`config.mk`:
```
export PLATFORM = sky130hd
export DESIGN_NAME = alu_operand_seq
export DESIGN_NICKNAME = d
export VERILOG_FILES = /design/src/rtl/alu_pkg.sv /design/src/rtl/alu_operand_seq_btn_cond.sv /design/src/rtl/alu_operand_seq.sv
export SDC_FILE = /design/constraint.sdc
export NUM_CORES = 1
export LEC_CHECK = 0
export BUFFER_PORTS_ARGS = -buffer_cell sky130_fd_sc_hd__buf_2
export CORE_UTILIZATION = 46
export CTS_CLUSTER_SIZE = 8
export DETAILED_ROUTE_END_ITERATION = 7
export PLACE_DENSITY = 0.81
export SYNTH_ARGS = -nofsm -noshare
export SYNTH_HDL_FRONTEND = slang
export SYNTH_SLANG_ARGS = --single-unit
```
`constraint.sdc`:
```
create_clock -name clk -period 1.5 [get_ports clk]
set_clock_uncertainty 0.05 [all_clocks]
set_input_delay 0.225 -clock clk [delete_from_list [all_inputs] [get_ports clk]]
set_output_delay 0.225 -clock clk [all_outputs]
set_load 0.05 [all_outputs]
```
`src/rtl/alu_pkg.sv`:
```
// Shared constants for the 4-bit ALU front end: operand width, opcodes and entry-FSM states.
package alu_pkg;

  localparam int DW = 4;

  typedef enum logic [2:0] {
    OP_ADD = 3'b000,
    OP_SUB = 3'b001,
    OP_NOT = 3'b010,
    OP_AND = 3'b011,
    OP_OR  = 3'b100,
    OP_XOR = 3'b101,
    OP_LT  = 3'b110,
    OP_EQ  = 3'b111
  } opcode_t;

  typedef enum logic [1:0] {
    S_A  = 2'b00,
    S_B  = 2'b01,
    S_OP = 2'b10
  } entry_state_t;

endpackage

```
`src/rtl/alu_operand_seq_btn_cond.sv`:
```
// Button conditioner: two-flop synchronizer, optional debounce, registered press pulse.
// Debounce counter is present only when ALU_OPERAND_SEQ_DEBOUNCE_EN is defined.
module btn_cond #(
  parameter int DB_CYCLES = 1000000,
  parameter int DB_CNT_W  = 20
) (
  input  logic clk,
  input  logic rst_n,
  input  logic btn,
  output logic press
);

  logic sync1, sync2;
  logic level, level_q;

  if (DB_CYCLES < 1 || DB_CNT_W < 1 || DB_CNT_W > 30 || DB_CYCLES >= (2 ** DB_CNT_W)) begin : g_param_chk
    $error("btn_cond: DB_CYCLES must be >= 1 and fit in DB_CNT_W bits");
  end

  always_ff @(posedge clk or negedge rst_n) begin
    if (!rst_n) begin
      sync1 <= 1'b0;
      sync2 <= 1'b0;
    end else begin
      sync1 <= btn;
      sync2 <= sync1;
    end
  end

`ifdef ALU_OPERAND_SEQ_DEBOUNCE_EN
  localparam logic [DB_CNT_W-1:0] CNT_LAST = DB_CNT_W'(DB_CYCLES - 1);
  logic [DB_CNT_W-1:0] cnt;

  // The level flips on the DB_CYCLES-th consecutive cycle of disagreement.
  always_ff @(posedge clk or negedge rst_n) begin
    if (!rst_n) begin
      cnt   <= '0;
      level <= 1'b0;
    end else if (sync2 == level) begin
      cnt <= '0;
    end else if (cnt == CNT_LAST) begin
      cnt   <= '0;
      level <= sync2;
    end else begin
      cnt <= cnt + 1'b1;
    end
  end
`else
  assign level = sync2;
`endif

  always_ff @(posedge clk or negedge rst_n) begin
    if (!rst_n) begin
      level_q <= 1'b0;
      press   <= 1'b0;
    end else begin
      level_q <= level;
      press   <= level & ~level_q;
    end
  end

endmodule

```
`src/rtl/alu_operand_seq.sv`:
```
// Operand/opcode entry sequencer for the 4-bit ALU; commits (a, b, op) atomically.
// Build option: ALU_OPERAND_SEQ_DEBOUNCE_EN enables button debounce counters.
module alu_operand_seq
  import alu_pkg::*;
#(
  parameter int DB_CYCLES = 1000000,
  parameter int DB_CNT_W  = 20
) (
  input  logic          clk,
  input  logic          rst_n,
  input  logic [DW-1:0] sw,
  input  logic          btn_enter,
  input  logic          btn_clr,
  output logic [DW-1:0] a_o,
  output logic [DW-1:0] b_o,
  output logic [2:0]    op_o,
  output logic          valid_o,
  output logic          upd_o,
  output logic [1:0]    state_o
);

  logic enter_p, clr_p;
  logic [DW-1:0] a_sh, b_sh;
  entry_state_t state;

  btn_cond #(.DB_CYCLES(DB_CYCLES), .DB_CNT_W(DB_CNT_W)) u_enter (
    .clk   (clk),
    .rst_n (rst_n),
    .btn   (btn_enter),
    .press (enter_p)
  );

  btn_cond #(.DB_CYCLES(DB_CYCLES), .DB_CNT_W(DB_CNT_W)) u_clr (
    .clk   (clk),
    .rst_n (rst_n),
    .btn   (btn_clr),
    .press (clr_p)
  );

  assign state_o = state;

  // Clear has priority over enter; committed outputs only move on an S_OP commit.
  always_ff @(posedge clk or negedge rst_n) begin
    if (!rst_n) begin
      state   <= S_A;
      a_sh    <= '0;
      b_sh    <= '0;
      a_o     <= '0;
      b_o     <= '0;
      op_o    <= '0;
      valid_o <= 1'b0;
      upd_o   <= 1'b0;
    end else begin
      upd_o <= 1'b0;
      if (clr_p) begin
        state <= S_A;
      end else begin
        case (state)
          S_A: if (enter_p) begin
            a_sh  <= sw;
            state <= S_B;
          end
          S_B: if (enter_p) begin
            b_sh  <= sw;
            state <= S_OP;
          end
          S_OP: if (enter_p) begin
            a_o     <= a_sh;
            b_o     <= b_sh;
            op_o    <= sw[2:0];
            valid_o <= 1'b1;
            upd_o   <= 1'b1;
            state   <= S_A;
          end
          default: state <= S_A;
        endcase
      end
    end
  end

endmodule

```
==> Word level (Yosys, flattened, before mapping) <==
Cells that the tools add are included.
{ "classes": {"addsub": 0, "mul": 0, "n_div": 0, "magnitude_cmp": 0, "n_eq_ne": 5, "shift": 0, "muxes": 8, "bitwise": 5, "n_reduce_logical": 5} }
{ "ops": {"columns": ["cell", "n"], "rows": [
  ["3-bit AND reduction", 4],
  ["3-bit by 1-bit != test with 1-bit output, second input constant", 3],
  ["2-bit two-way mux", 4],
  ["2-bit case mux with 3 select lines", 1],
  ["1-bit two-way mux", 3],
  ["1-bit inverter", 3],
  ["1-bit bitwise AND", 2],
  ["2-bit by 1-bit == test with 1-bit output, second input constant", 1],
  ["2-bit == test, second input constant", 1],
  ["2-bit zero test", 1]
]} }
{ "totals": {"register_bits": 31, "latchBits": 0, "ram_bits": 0, "romBits": 0, "input_bits": 8, "output_inout_bits": 15, "elab_cells": 39, "mem_count": 0} }

==> Longest topological paths before layout <==
{ "logic_depth": {"depth_word": 3, "depth_mapped": 3} }

==> Modules after synthesis <==
A second synthesis with hierarchy kept.
{ "hier_totals": {"cells_unflattened": 62, "hier_area_um2": 1152.4} }
{ "modules_own_cells": {"columns": ["mod", "n_inst", "cells_per_inst", "area_each_um2"], "rows": [
  ["alu_operand_seq", 1, 52, 924.6],
  ["btn_cond", 2, 5, 113.9]
]} }

==> Worst setup path after synthesis <==
OpenSTA, ideal clock, no wires.
{ "synth_path": {"kind": "register -> register", "start": "reg state[1] (netlist: state_o[1])", "end": "reg a_o[0]", "arrival_ns": 1.499, "required_ns": 1.325, "setup_slack_ns": -0.174, "stages_incl_launch_ff": 4, "cell_sequence": "dfrtp_1 and4bb_4 buf_6 mux2_4"} }
{ "synth_via": {"elab_chain_cells": 2} }
{ "synth_lines": {"columns": ["element", "line_no", "rtl"], "rows": [
  ["start, declared", "alu_operand_seq.sv:24", "entry_state_t state;"],
  ["start signal, assigned", "alu_operand_seq.sv:45", "state <= S_A;"],
  ["start signal, assigned", "alu_operand_seq.sv:56", "state <= S_A;"],
  ["start signal, assigned", "alu_operand_seq.sv:61", "state <= S_B;"],
  ["2-bit == test", "alu_operand_seq.sv:58", "case (state)"],
  ["3-bit AND reduction (no source line)", null, null],
  ["end signal, assigned", "alu_operand_seq.sv:68", "a_o <= a_sh;"],
  ["end, declared", "alu_operand_seq.sv:14", "output logic [DW-1:0] a_o,"]
]} }
No other way between the ends.
A chain may end at the register's enable or synchronous reset.

==> Worst setup path after layout <==
{ "layout_path": {"start": "reg state[0] (netlist: state_o[0])", "end": "reg b_o[3]"} }
{ "layout_via": {"elab_chain_cells": 2} }
{ "layout_lines": {"columns": ["element", "line_no", "rtl"], "rows": [
  ["2-bit == test", "alu_operand_seq.sv:58", null],
  ["3-bit AND reduction (no source line)", null, null],
  ["end signal, assigned", "alu_operand_seq.sv:69", "b_o <= b_sh;"],
  ["end, declared", "alu_operand_seq.sv:15", "output logic [DW-1:0] b_o,"]
]} }
No other way between the ends.

==> metrics.yaml <==
status:
  status: "finished clean"
logic_synthesis:
  synth_top_family_by_area: "multiplexers"
  synthTopCellsByArea: "dfrtp_1 68%, mux2_2 11%, mux2_4 11%"
  synth_common_cells: "31 x dfrtp_1, 11 x mux2_2, 8 x mux2_4"
  yosysWarnings: 0
  yosys_most_used_dff: "dfrtp_1"
  ys_ff_latch: 31
  synthSimpleGateAreaFrac: 0.0814
  synthCells: 62
  ys_types: 14
  synth_top_area_cell: "dfrtp_1"
  synth_xor_area_frac: 0.00770
  syn-cell-area_sq_mm: 0.00114
  synth_compound_area_frac: 0.00440
  synth_edf_count: 0
  async_reset_ff_frac: 1.00
  synthesis.nets: 70
  yosysSeqAreaShare: 0.682
  muxShareOfSynthArea: 0.215
  yosysMostFrequentCell: "dfrtp_1"
  yosysTopAreaCellShare: 0.682
  synth_area_per_cell_sq_um: 18.3
  synthAdderAreaFrac: 0
placement:
  placed_area_sq_mm: 0.00129
  port-buffer-count: 22
  dp_hpwl_um: 1220
  dp_cells: 112
  gp_congestion: 0.664
  dp_worst_setup_slack_ns: -0.00441
final_layout:
  final_cell_area_sq_mm: 0.00139
  fill_cells: 167
  finalNetCount: 104
  area.growth.synth_to_final_pct: 22.6
  drive_gt1_frac: 0.588
  final_util: 0.612
  diodes: 0
  stdcell_count: 125
sta:
  slew_headroom: 0.743
  worst-slew-pin-transition_ns: 0.385
  post-route-min-period_ns: 1.46
  hold_viol_final: 0
  slew_violations: 0
  max_freq_mhz: 684
  final.setup.worst_slack_ns: 0.0372
  final.setup.tns_ns: 0
  finalCritPeriodShare: 0.975
  rsz0062_at_grt: "no"
  setup_viol: 0
  hold_ws_ns: 0.104
floorplanning:
  start_util: 0.500
  row_count: 17
  die_w_um: 51.7
  dieArea_sq_mm: 0.00268
  num_io_pins: 23
  die_h_um: 51.7
  core_area_sq_mm: 0.00228
hold_path:
  hp-class: "input pin to flip-flop"
critical_path:
  crit_type: "flip-flop to flip-flop"
  end_kind: "flip-flop"
  cp.arrival_ns: 1.62
  cp-start-kind: "flip-flop"
  worstPathRequired_ns: 1.65
  crit_fanout: 8
grt:
  grt_pass1_vias: 603
  antenna_found_initial: 0
  grt_pass1_wl_um: 3110
  grt_max_degree: 17
  track_usage: 0.183
  grt_overflow_total: 0
power:
  ir_drop_uv: 1300
  powerDensity_mw_per_mm2: 1940
  p_leak_nw: 0.678
  p_total_mw: 2.70
routing:
  firstDrtPassIters: 5
  drc_errors: 0
  wl_per_cell_um: 15.4
  drt_iter0_drc: 6
  vias_per_cell: 5.05
  postRouteAntennaNets: 0
  drt_wl_total_um: 1930
  dr_total_vias: 631
cts:
  cts_sinks: 31
  root_buffer: "clkbuf_4"
  clk_latency_ns: 0.32
  cts_resized: 0
  clk_pin_slew_worst_paths_ns: 0.09
  numCtsBuffers: 5
  cts_tree: "built"
  cts_buffer_depth: 2
  htree_num_levels: 2
flow_run:
  drv_cap: 0
==> worst max-delay path, stage by stage, from the launching register on <==
cell      delay [ns]
dfrtp_2         0.48
and4bb_4        0.46
mux2_2          0.36
==> final cells by class <==
cell class / count / area, sq um / area share
timing repair buffer: 27 / 168 / 0.120
tap: 28 / 35.0 / 0.0251
sequential: 31 / 778 / 0.558
multi-input combinational: 31 / 363 / 0.260
clock buffer: 7 / 45.0 / 0.0323
clock inverter: 1 / 5.00 / 0.00359
==> registers in the layout (all words and copies together) (netlist names), 2 cells and up <==
register	count
state_o	2
a_o	4
b_sh	4
b_o	4
op_o	3
a_sh	4
==> routing by layer <==
metal	global-route usage	wire, um
met1	0.215	808
met2	0.273	1000
met3	0.0877	84
met4	0.108	33
met5	0	0
==> where the power goes <==
part           total (mW)  switching, mW  internal [mW]
Sequential           1.24          0.156           1.09
Clock               0.445          0.263          0.182
Combinational        1.02          0.657          0.359
==> final timing paths <==
kind	end	from	slack, ns	cells after the start
min	b_sh[3]	sw[3]	0.10	2
max reg2reg	b_o[3]	state_o[0]	0.04	2
max	b_o[3]	state_o[0]	0.04	2
min in group asynchronous	u_enter.press	rst_n	0.30	2
min reg2reg	u_enter.level	u_enter.sync1	0.30	0
max in group asynchronous	state_o[1]	rst_n	0.68	3
==> timing repair <==
| action | 4_1_cts | 5_1_grt |
|---|---|---|
| hold endpoints to repair | 17 | 0 |
| buffers inserted | 0 | 1 |
| pin swaps | 1 | 1 |
| endpoints found under the setup margin | 2 | 4 |
| hold buffers | 3 | 0 |
| gates cloned | 1 | 0 |
==> placed cells by master (no fill, tap or decap) <==
cell type / synthesis / layout
and4bb_4: 1 / 1
mux2_2: 11 / 11
or3b_2: 1 / 1
buf_2: 0 / 22
dfrtp_1: 31 / 29
nand3b_1: 1 / 1
nor4b_4: 1 / 1
dlygate4sd3_1: 0 / 3
a21oi_1: 1 / 1
buf_12: 0 / 1
and4bb_2: 1 / 2
clkinv_2: 0 / 1
buf_4: 0 / 1
dfrtp_2: 0 / 2
clkbuf_4: 0 / 5
or2_2: 1 / 1
mux2_4: 8 / 8
clkbuf_1: 0 / 2
nor3_1: 1 / 1
nor2b_1: 2 / 2
xnor2_1: 1 / 1
==> cells by family after synthesis <==
family | after synthesis
flops | 31
mux | 19
simple gates | 9
compound gates | 1
xor+xnor | 1
buf+inv | 1
(Power assumes the default switching activity.)
